--- src/rtl/access_pkg.sv ---
// Shared types and widths for the access-code controller.
package access_pkg;

   localparam int DIGIT_W = 4;
   localparam int CODE_W  = 12;

   typedef enum logic [2:0] {
      IDLE    = 3'd0,
      ENTRY   = 3'd1,
      CHECK   = 3'd2,
      GRANT   = 3'd3,
      DENY    = 3'd4,
      LOCKOUT = 3'd5
   } acc_state_t;

endpackage

--- src/rtl/access_controller_hold_timer.sv ---
// Loadable down-counter; done is high while the count sits at zero.
module hold_timer #(
   parameter int W = 8
) (
   input  logic         clk2,
   input  logic         reset,
   input  logic         load,
   input  logic [W-1:0] load_val,
   output logic         done
);

   logic [W-1:0] cnt;

   always_ff @(posedge clk2 or posedge reset) begin
      if (reset)
         cnt <= '0;
      else if (load)
         cnt <= load_val;
      else if (cnt != '0)
         cnt <= cnt - W'(1);
   end

   assign done = (cnt == '0);

endmodule

--- src/rtl/access_controller.sv ---
// Access-code entry sequencer: digit capture, table match,
// grant/deny/lockout indications and display-source select.
module access_controller
   import access_pkg::*;
#(
   parameter int NUM_CODES   = 4,
   parameter int ENTRY_TO    = 50,
   parameter int GRANT_HOLD  = 20,
   parameter int DENY_HOLD   = 20,
   parameter int MAX_FAILS   = 3,
   parameter int LOCK_CYCLES = 200,
   localparam int AW = (NUM_CODES > 1) ? $clog2(NUM_CODES) : 1
) (
   input  logic               clk2,
   input  logic               reset,
   input  logic               digit_valid,
   input  logic [DIGIT_W-1:0] digit,
   input  logic               enter,
   input  logic               cancel,
   input  logic               prog_we,
   input  logic [AW-1:0]      prog_addr,
   input  logic [CODE_W-1:0]  prog_code,
   input  logic               prog_clr,
   output logic [CODE_W-1:0]  code_buf,
   output logic [1:0]         entry_count,
   output logic               select,
   output logic               grant,
   output logic               deny,
   output logic               lockout,
   output logic               busy
);

   localparam int T01  = (ENTRY_TO > GRANT_HOLD) ? ENTRY_TO : GRANT_HOLD;
   localparam int T23  = (DENY_HOLD > LOCK_CYCLES) ? DENY_HOLD : LOCK_CYCLES;
   localparam int TMAX = (T01 > T23) ? T01 : T23;
   localparam int TW   = $clog2(TMAX + 1);
   localparam int FW   = $clog2(MAX_FAILS + 1);

   acc_state_t          state;
   logic [FW-1:0]       fail_cnt;
   logic [CODE_W-1:0]   tbl_code [NUM_CODES];
   logic [NUM_CODES-1:0] tbl_vld;
   logic                match;
   logic                at_max;
   logic                tmr_load;
   logic [TW-1:0]       tmr_val;
   logic                tmr_done;

   hold_timer #(.W(TW)) u_timer (
      .clk2     (clk2),
      .reset    (reset),
      .load     (tmr_load),
      .load_val (tmr_val),
      .done     (tmr_done)
   );

   always_ff @(posedge clk2 or posedge reset) begin
      if (reset) begin
         tbl_vld <= '0;
         for (int i = 0; i < NUM_CODES; i++)
            tbl_code[i] <= '0;
      end else if (prog_clr) begin
         tbl_vld <= '0;
      end else if (prog_we) begin
         tbl_vld[prog_addr]  <= 1'b1;
         tbl_code[prog_addr] <= prog_code;
      end
   end

   // Table registers update at the edge, so CHECK sees the old contents.
   always_comb begin
      match = 1'b0;
      for (int i = 0; i < NUM_CODES; i++)
         if (tbl_vld[i] && tbl_code[i] == code_buf)
            match = 1'b1;
      if (entry_count != 2'd3)
         match = 1'b0;
   end

   assign at_max = (fail_cnt == FW'(MAX_FAILS));

   always_comb begin
      tmr_load = 1'b0;
      tmr_val  = '0;
      unique case (state)
         IDLE: begin
            tmr_load = digit_valid;
            tmr_val  = TW'(ENTRY_TO - 1);
         end
         ENTRY: begin
            tmr_load = digit_valid && !enter && !cancel;
            tmr_val  = TW'(ENTRY_TO - 1);
         end
         CHECK: begin
            tmr_load = 1'b1;
            tmr_val  = match ? TW'(GRANT_HOLD - 1)
                             : TW'(DENY_HOLD - 1);
         end
         DENY: begin
            tmr_load = tmr_done && at_max;
            tmr_val  = TW'(LOCK_CYCLES - 1);
         end
         default: ;
      endcase
   end

   always_ff @(posedge clk2 or posedge reset) begin
      if (reset) begin
         state       <= IDLE;
         code_buf    <= '0;
         entry_count <= '0;
         select      <= 1'b1;
         grant       <= 1'b0;
         deny        <= 1'b0;
         lockout     <= 1'b0;
         busy        <= 1'b0;
         fail_cnt    <= '0;
      end else begin
         unique case (state)
            IDLE: begin
               if (digit_valid) begin
                  state       <= ENTRY;
                  code_buf    <= {8'h0, digit};
                  entry_count <= 2'd1;
                  select      <= 1'b0;
                  busy        <= 1'b1;
               end
            end
            ENTRY: begin
               if (cancel || (!enter && !digit_valid && tmr_done)) begin
                  state       <= IDLE;
                  code_buf    <= '0;
                  entry_count <= '0;
                  select      <= 1'b1;
                  busy        <= 1'b0;
               end else if (enter) begin
                  state <= CHECK;
               end else if (digit_valid && entry_count != 2'd3) begin
                  code_buf    <= {code_buf[7:0], digit};
                  entry_count <= entry_count + 2'd1;
               end
            end
            CHECK: begin
               if (match) begin
                  state    <= GRANT;
                  grant    <= 1'b1;
                  fail_cnt <= '0;
               end else begin
                  state    <= DENY;
                  deny     <= 1'b1;
                  fail_cnt <= fail_cnt + FW'(1);
               end
            end
            GRANT: begin
               if (tmr_done) begin
                  state       <= IDLE;
                  grant       <= 1'b0;
                  code_buf    <= '0;
                  entry_count <= '0;
                  select      <= 1'b1;
                  busy        <= 1'b0;
               end
            end
            DENY: begin
               if (tmr_done) begin
                  deny   <= 1'b0;
                  select <= 1'b1;
                  if (at_max) begin
                     state   <= LOCKOUT;
                     lockout <= 1'b1;
                  end else begin
                     state       <= IDLE;
                     code_buf    <= '0;
                     entry_count <= '0;
                     busy        <= 1'b0;
                  end
               end
            end
            LOCKOUT: begin
               if (tmr_done) begin
                  state       <= IDLE;
                  lockout     <= 1'b0;
                  fail_cnt    <= '0;
                  code_buf    <= '0;
                  entry_count <= '0;
                  busy        <= 1'b0;
               end
            end
            default: state <= IDLE;
         endcase
      end
   end

endmodule
--- config.mk ---
export PLATFORM = sky130hd
export DESIGN_NAME = access_controller
export DESIGN_NICKNAME = d
export VERILOG_FILES = /design/src/rtl/access_pkg.sv /design/src/rtl/access_controller_hold_timer.sv /design/src/rtl/access_controller.sv
export SDC_FILE = /design/constraint.sdc
export NUM_CORES = 1
export LEC_CHECK = 0
export CAP_MARGIN = 20
export CORE_ASPECT_RATIO = 0.5
export CORE_UTILIZATION = 50
export DETAILED_ROUTE_END_ITERATION = 12
export GPL_TIMING_DRIVEN = 1
export PLACE_DENSITY = 0.72
export SLEW_MARGIN = 20
export SYNTH_ARGS = -nofsm -noshare
export SYNTH_HDL_FRONTEND = slang
export SYNTH_SLANG_ARGS = --single-unit
--- constraint.sdc ---
create_clock -name clk2 -period 3.7 [get_ports clk2]
set_clock_uncertainty 0.1 [all_clocks]
set_input_delay 0.74 -clock clk2 [delete_from_list [all_inputs] [get_ports clk2]]
set_output_delay 0.74 -clock clk2 [all_outputs]
set_load 0.02 [all_outputs]
======== Yosys cells after proc, flatten, opt, wreduce, memory -nomap -nowiden ========
Cells that the tools add are included.
word-level totals
  word-level logic and storage cells ...... 148
  input port bits ......................... 25
  bits in registers ....................... 84
cells by class
  reduce and logical (&&, ||, !) cells .... 39
  add/sub/neg operators ................... 3
  eq/ne operators ......................... 25
  bitwise logic cells ..................... 3
  $lt $le $gt $ge ......................... 4
  muxes and demuxes ....................... 59
operators by type and width
  cell                 number
  $mux 12              8
  $bwmux 48            1
  $eq 12x12->1         4
  $pmux 12 s4          1
  $demux 12 s2         1
  $pmux 8 s3           1
  $mux 3               7
  $ne 2x2->1 const B   10
  $mux 1               18
  $mux 2               8
  $mux 8               2
  $pmux 3 s5           1
  $logic_and 1x1->1    12
  $reduce_and 4->1     3
  $reduce_bool 2->1    6
  $ne 3x3->1 const B   3
  $logic_not 8->1      1
  $mux 4               2
  $pmux 1 s4           2
  $pmux 2 s4           1
  $reduce_bool 8->1    1
  $sub 8x1->8 const B  1
  $reduce_and 7->1     1
  $eq 3x2->1 const B   2
  other kinds (25)     36

======== Longest topological paths before layout ========
  depth after elaboration ................. 9
  mapped depth ............................ 9

======== Modules after synthesis ========
Synthesis repeated with hierarchy kept, for this count alone.
unflattened totals
  cell total of the unflattened synthesis .. 401
  area total of the unflattened synthesis .. 4,408.0 µm²
modules (own cells, without submodules)
  module             instances  area each (µm²)  cells an instance  sequential area each (µm²)
  access_controller  1          3,911.3          345                1,903.1
  hold_timer         1          496.7            56                 200.2

======== Least setup slack after synthesis ========
No wires, ideal clock.
  kind .................................... input -> register
  start point ............................. input cancel
  end point ............................... register entry_count[0]
  arrival time ............................ 1,965 ps
  setup time .............................. 128 ps
  data required time ...................... 3,472 ps
  path slack .............................. 1,508 ps
  stages on the path ...................... 4
  cell sequence ........................... or4b_4 a21o_4 o21ai_4 mux2_1
between the ends
  longest elaborated chain between the ends .. 3
  elaborated cells between the ends (all ways) .. 6
RTL lines
  what                                                      line                      RTL
  start, declared                                           access_controller.sv:19   input logic cancel,
  $logic_or 1x1->1 (*)                                      access_controller.sv:130  if (cancel || (!enter && !digit_valid && tmr_done)) begin
  $ne 3x3->1 (no line) or $mux 2 (tied branches)            -
  $reduce_and 7->1 (no line) or $pmux 2 s4 (tied branches)  -
  end signal, assigned                                      access_controller.sv:140  entry_count <= entry_count + 2'd1;
  end, declared                                             access_controller.sv:25   output logic [1:0] entry_count,
Mark *: on every way between the ends. The rest lies on a longest branch, timed or not.
A chain may end at the register's enable or synchronous reset.

======== Final worst setup path ========
Ends and elaborated chain as after synthesis.

==> flow_summary_export.csv <==
group,metric,value,unit
power_and_ir_drop,peakVddDrop,0.0002417,V
floorplan,die_h,67.23,um
place,dp_hpwl,6658,um
place,place_ws,0.8044,ns
clocking,path_clk_slew,0.06,ns
job,maxCapViolCount,0,
hold_path,hp-class,"flip-flop to flip-flop",
setup_path,critPathLaunchType,"input pin",
timing,hold_viol_final,0,
final_layout,final_cells,520,
logic_synthesis,seq_area_frac_synth,0.4944,
clocking,clock_latency,0.35,ns
final_layout,diodes,0,
final_layout,final_cell_mix,"83 x dfrtp_1, 51 x xnor2_1, 48 x mux2_2",
drt,via_count,2976,
setup_path,critPathKind,"input pin to flip-flop",
clocking,postCtsSetupRepairBufs,0,
logic_synthesis,synthesis.area,4254,um2
place,place_inst,504,
power_and_ir_drop,cellPowerDensity,465.7,nW/um2
logic_synthesis,yosysWarnings,0,
timing,grt_setup_unrepaired,"no",
drt,drt_pass1_iterations,4,
drt,drc,0,
global_routing,grt-ovfl-total,0,
timing,fin_crit,2.563,ns
floorplan,num_rows,23,
floorplan,die_area,8904,um2
timing,drv_slew,0,
logic_synthesis,synth_fp_nets,395,
timing,finalCritPeriodShare,0.6928,
clocking,cts_tree,"built",
final_layout,nets,431,
clocking,cts.repair.resized,0,
power_and_ir_drop,finalPower,0.002361,W
logic_synthesis,postSynthCellCount,367,
clocking,clk_path_buf_depth,2,
setup_path,crit_fanout,14,
clocking,clkSinkCount,84,
logic_synthesis,ys_types,53,
global_routing,grt_max_degree,53,
final_layout,synthToLayoutAreaGrowth,19.15,%
drt,antenna_left,0,
global_routing,grt_pass1_vias,3002,
clocking,cts_buffers,9,
drt,viasPerCell,5.723,
floorplan,core-area,8115,um2
timing,fin_ws,1.137,ns
place,portBuffers,43,
logic_synthesis,synth_edf_count,0,
floorplan,pin_count,44,
drt,drtIter0Drc,272,
logic_synthesis,synthArstFlopShare,1.000,
drt,wl_per_cell,18.50,um
global_routing,antenna_found_initial,0,
timing,setup-tns-final,0,ns
clocking,cts.root.buffer_cell,"clkbuf_16",
outcome,outcome,"finished clean",
global_routing,grtUsageTotal,0.2412,
timing,finalSetupViolCount,0,
clocking,ctsHoldBuffers,0,
timing,worst_slew_pin_slew,0.8788,ns
final_layout,layout_commonest_cell,"dfrtp_1",
global_routing,grt_pass1_wl,15940,um
setup_path,end_kind,"flip-flop",
floorplan,initial_core_util,0.5242,
logic_synthesis,synth-seq-cells,84,
logic_synthesis,syn_area_per_cell,11.59,um2
place,gp_congestion,0.8701,
setup_path,cp.required,3.83,ns
logic_synthesis,yosys_most_used_dff,"dfrtp_1",
power_and_ir_drop,cellLeakagePower,2.103,nW
timing,fmax,390.1,MHz
drt,drt-total-wl,9620,um
floorplan,fp.dieW,132.4,um
clocking,ctsHtreeMaxLevel,3,
final_layout,drive_gt1_frac,0.1961,
timing,timing.slew.headroom,0.4064,
setup_path,critPathArrivalTime,2.69,ns
-- routing by layer --
layer | vias to the layer above | routed length (um) | track usage
li1 | 1363 | - | -
met1 | 1514 | 4307 | 0.3131
met3 | 13 | 537 | 0.05706
met5 | - | 0 | 0
met4 | 0 | 127 | 0.09914
met2 | 86 | 4648 | 0.3980
-- cell type report --
cell class	count	area, um2
clock buffer	10	239.0
clock inverter	6	71.32
inverter	12	46.29
tap	112	140.1
sequential	84	2103
timing repair buffer	47	473.0
fill	657	3047
multi-input combinational	249	1996
-- worst paths after layout --
kind                                                 start                          to  slack, ns  cells after the start
worst max register to register  u_timer.cnt[0]$_DFFE_PP0P_    code_buf[10]$_DFFE_PP0P_       1.27                      7
max in group asynchronous                            reset    tbl_code[23]$_DFFE_PP0P_       2.18                      3
worst min-delay path                    select$_DFFE_PP1P_          select$_DFFE_PP1P_       0.37                      2
min in group asynchronous                            reset           grant$_DFFE_PP0P_       0.66                      2
worst max-delay path                                cancel  entry_count[0]$_DFFE_PP0P_       1.14                      5
worst min register to register          select$_DFFE_PP1P_          select$_DFFE_PP1P_       0.37                      2
-- where the power goes --
| group | internal, W | switching (W) | total, W |
|---|---|---|---|
| Sequential | 0.00104 | 0.0000822 | 0.00112 |
| Combinational | 0.000196 | 0.000124 | 0.000320 |
| Clock | 0.000547 | 0.000374 | 0.000920 |
-- critical path, stage by stage --
cell and delay, ns:
clkdlybuf4s50_1 0.43, or4b_4 0.53, a21o_4 0.22, o21ai_4 0.40, mux2_1 0.36
-- cell usage after synthesis (4+ instances only) --
library cell	n	share of area
nor4_1	4	0.0059
mux2i_1	4	0.0094
buf_2	11	0.013
o21ai_0	14	0.016
a21oi_1	5	0.0059
nand3_1	9	0.011
nor2b_1	5	0.0074
and4_1	7	0.014
xnor2_1	51	0.11
a21o_1	10	0.018
inv_1	12	0.011
dfrtp_1	83	0.49
mux2_2	48	0.13
nand4_1	10	0.015
clkbuf_1	7	0.0062
o31ai_1	4	0.0071
nand2_1	22	0.019
nor2_1	10	0.0088
-- stage by stage --
stage               instance area (um2)  hold WS, ns    util
finish                             5069       0.3670  0.6246
global route                       5069       0.4002  0.6246
CTS                                5069       0.3739  0.6246
detailed placement                 4758       0.3650  0.5863
global placement                   4758       0.3601  0.5863
floorplan                          4254       0.3496       -
-- sequential cells by signal, summed over array words and instances, names as in the netlist --
name,cells
state,3
fail_cnt,2
code_buf,12
tbl_code,48
grant,1
entry_count,2
busy,1
lockout,1
u_timer.cnt,8
deny,1
select,1
tbl_vld,4
-- kinds of logic after synthesis --
family,Yosys count,synth area share
DFF,84,0.4944
buffers and inverters,34,0.03765
and+or+nand+nor,84,0.1144
adders and majority gates,3,0.008824
AOI/OAI and AO/OA,55,0.09441
xor gates and xnor gates,54,0.1112
muxes,53,0.1391
No activity file was read; power rests on OpenSTA's default activity.
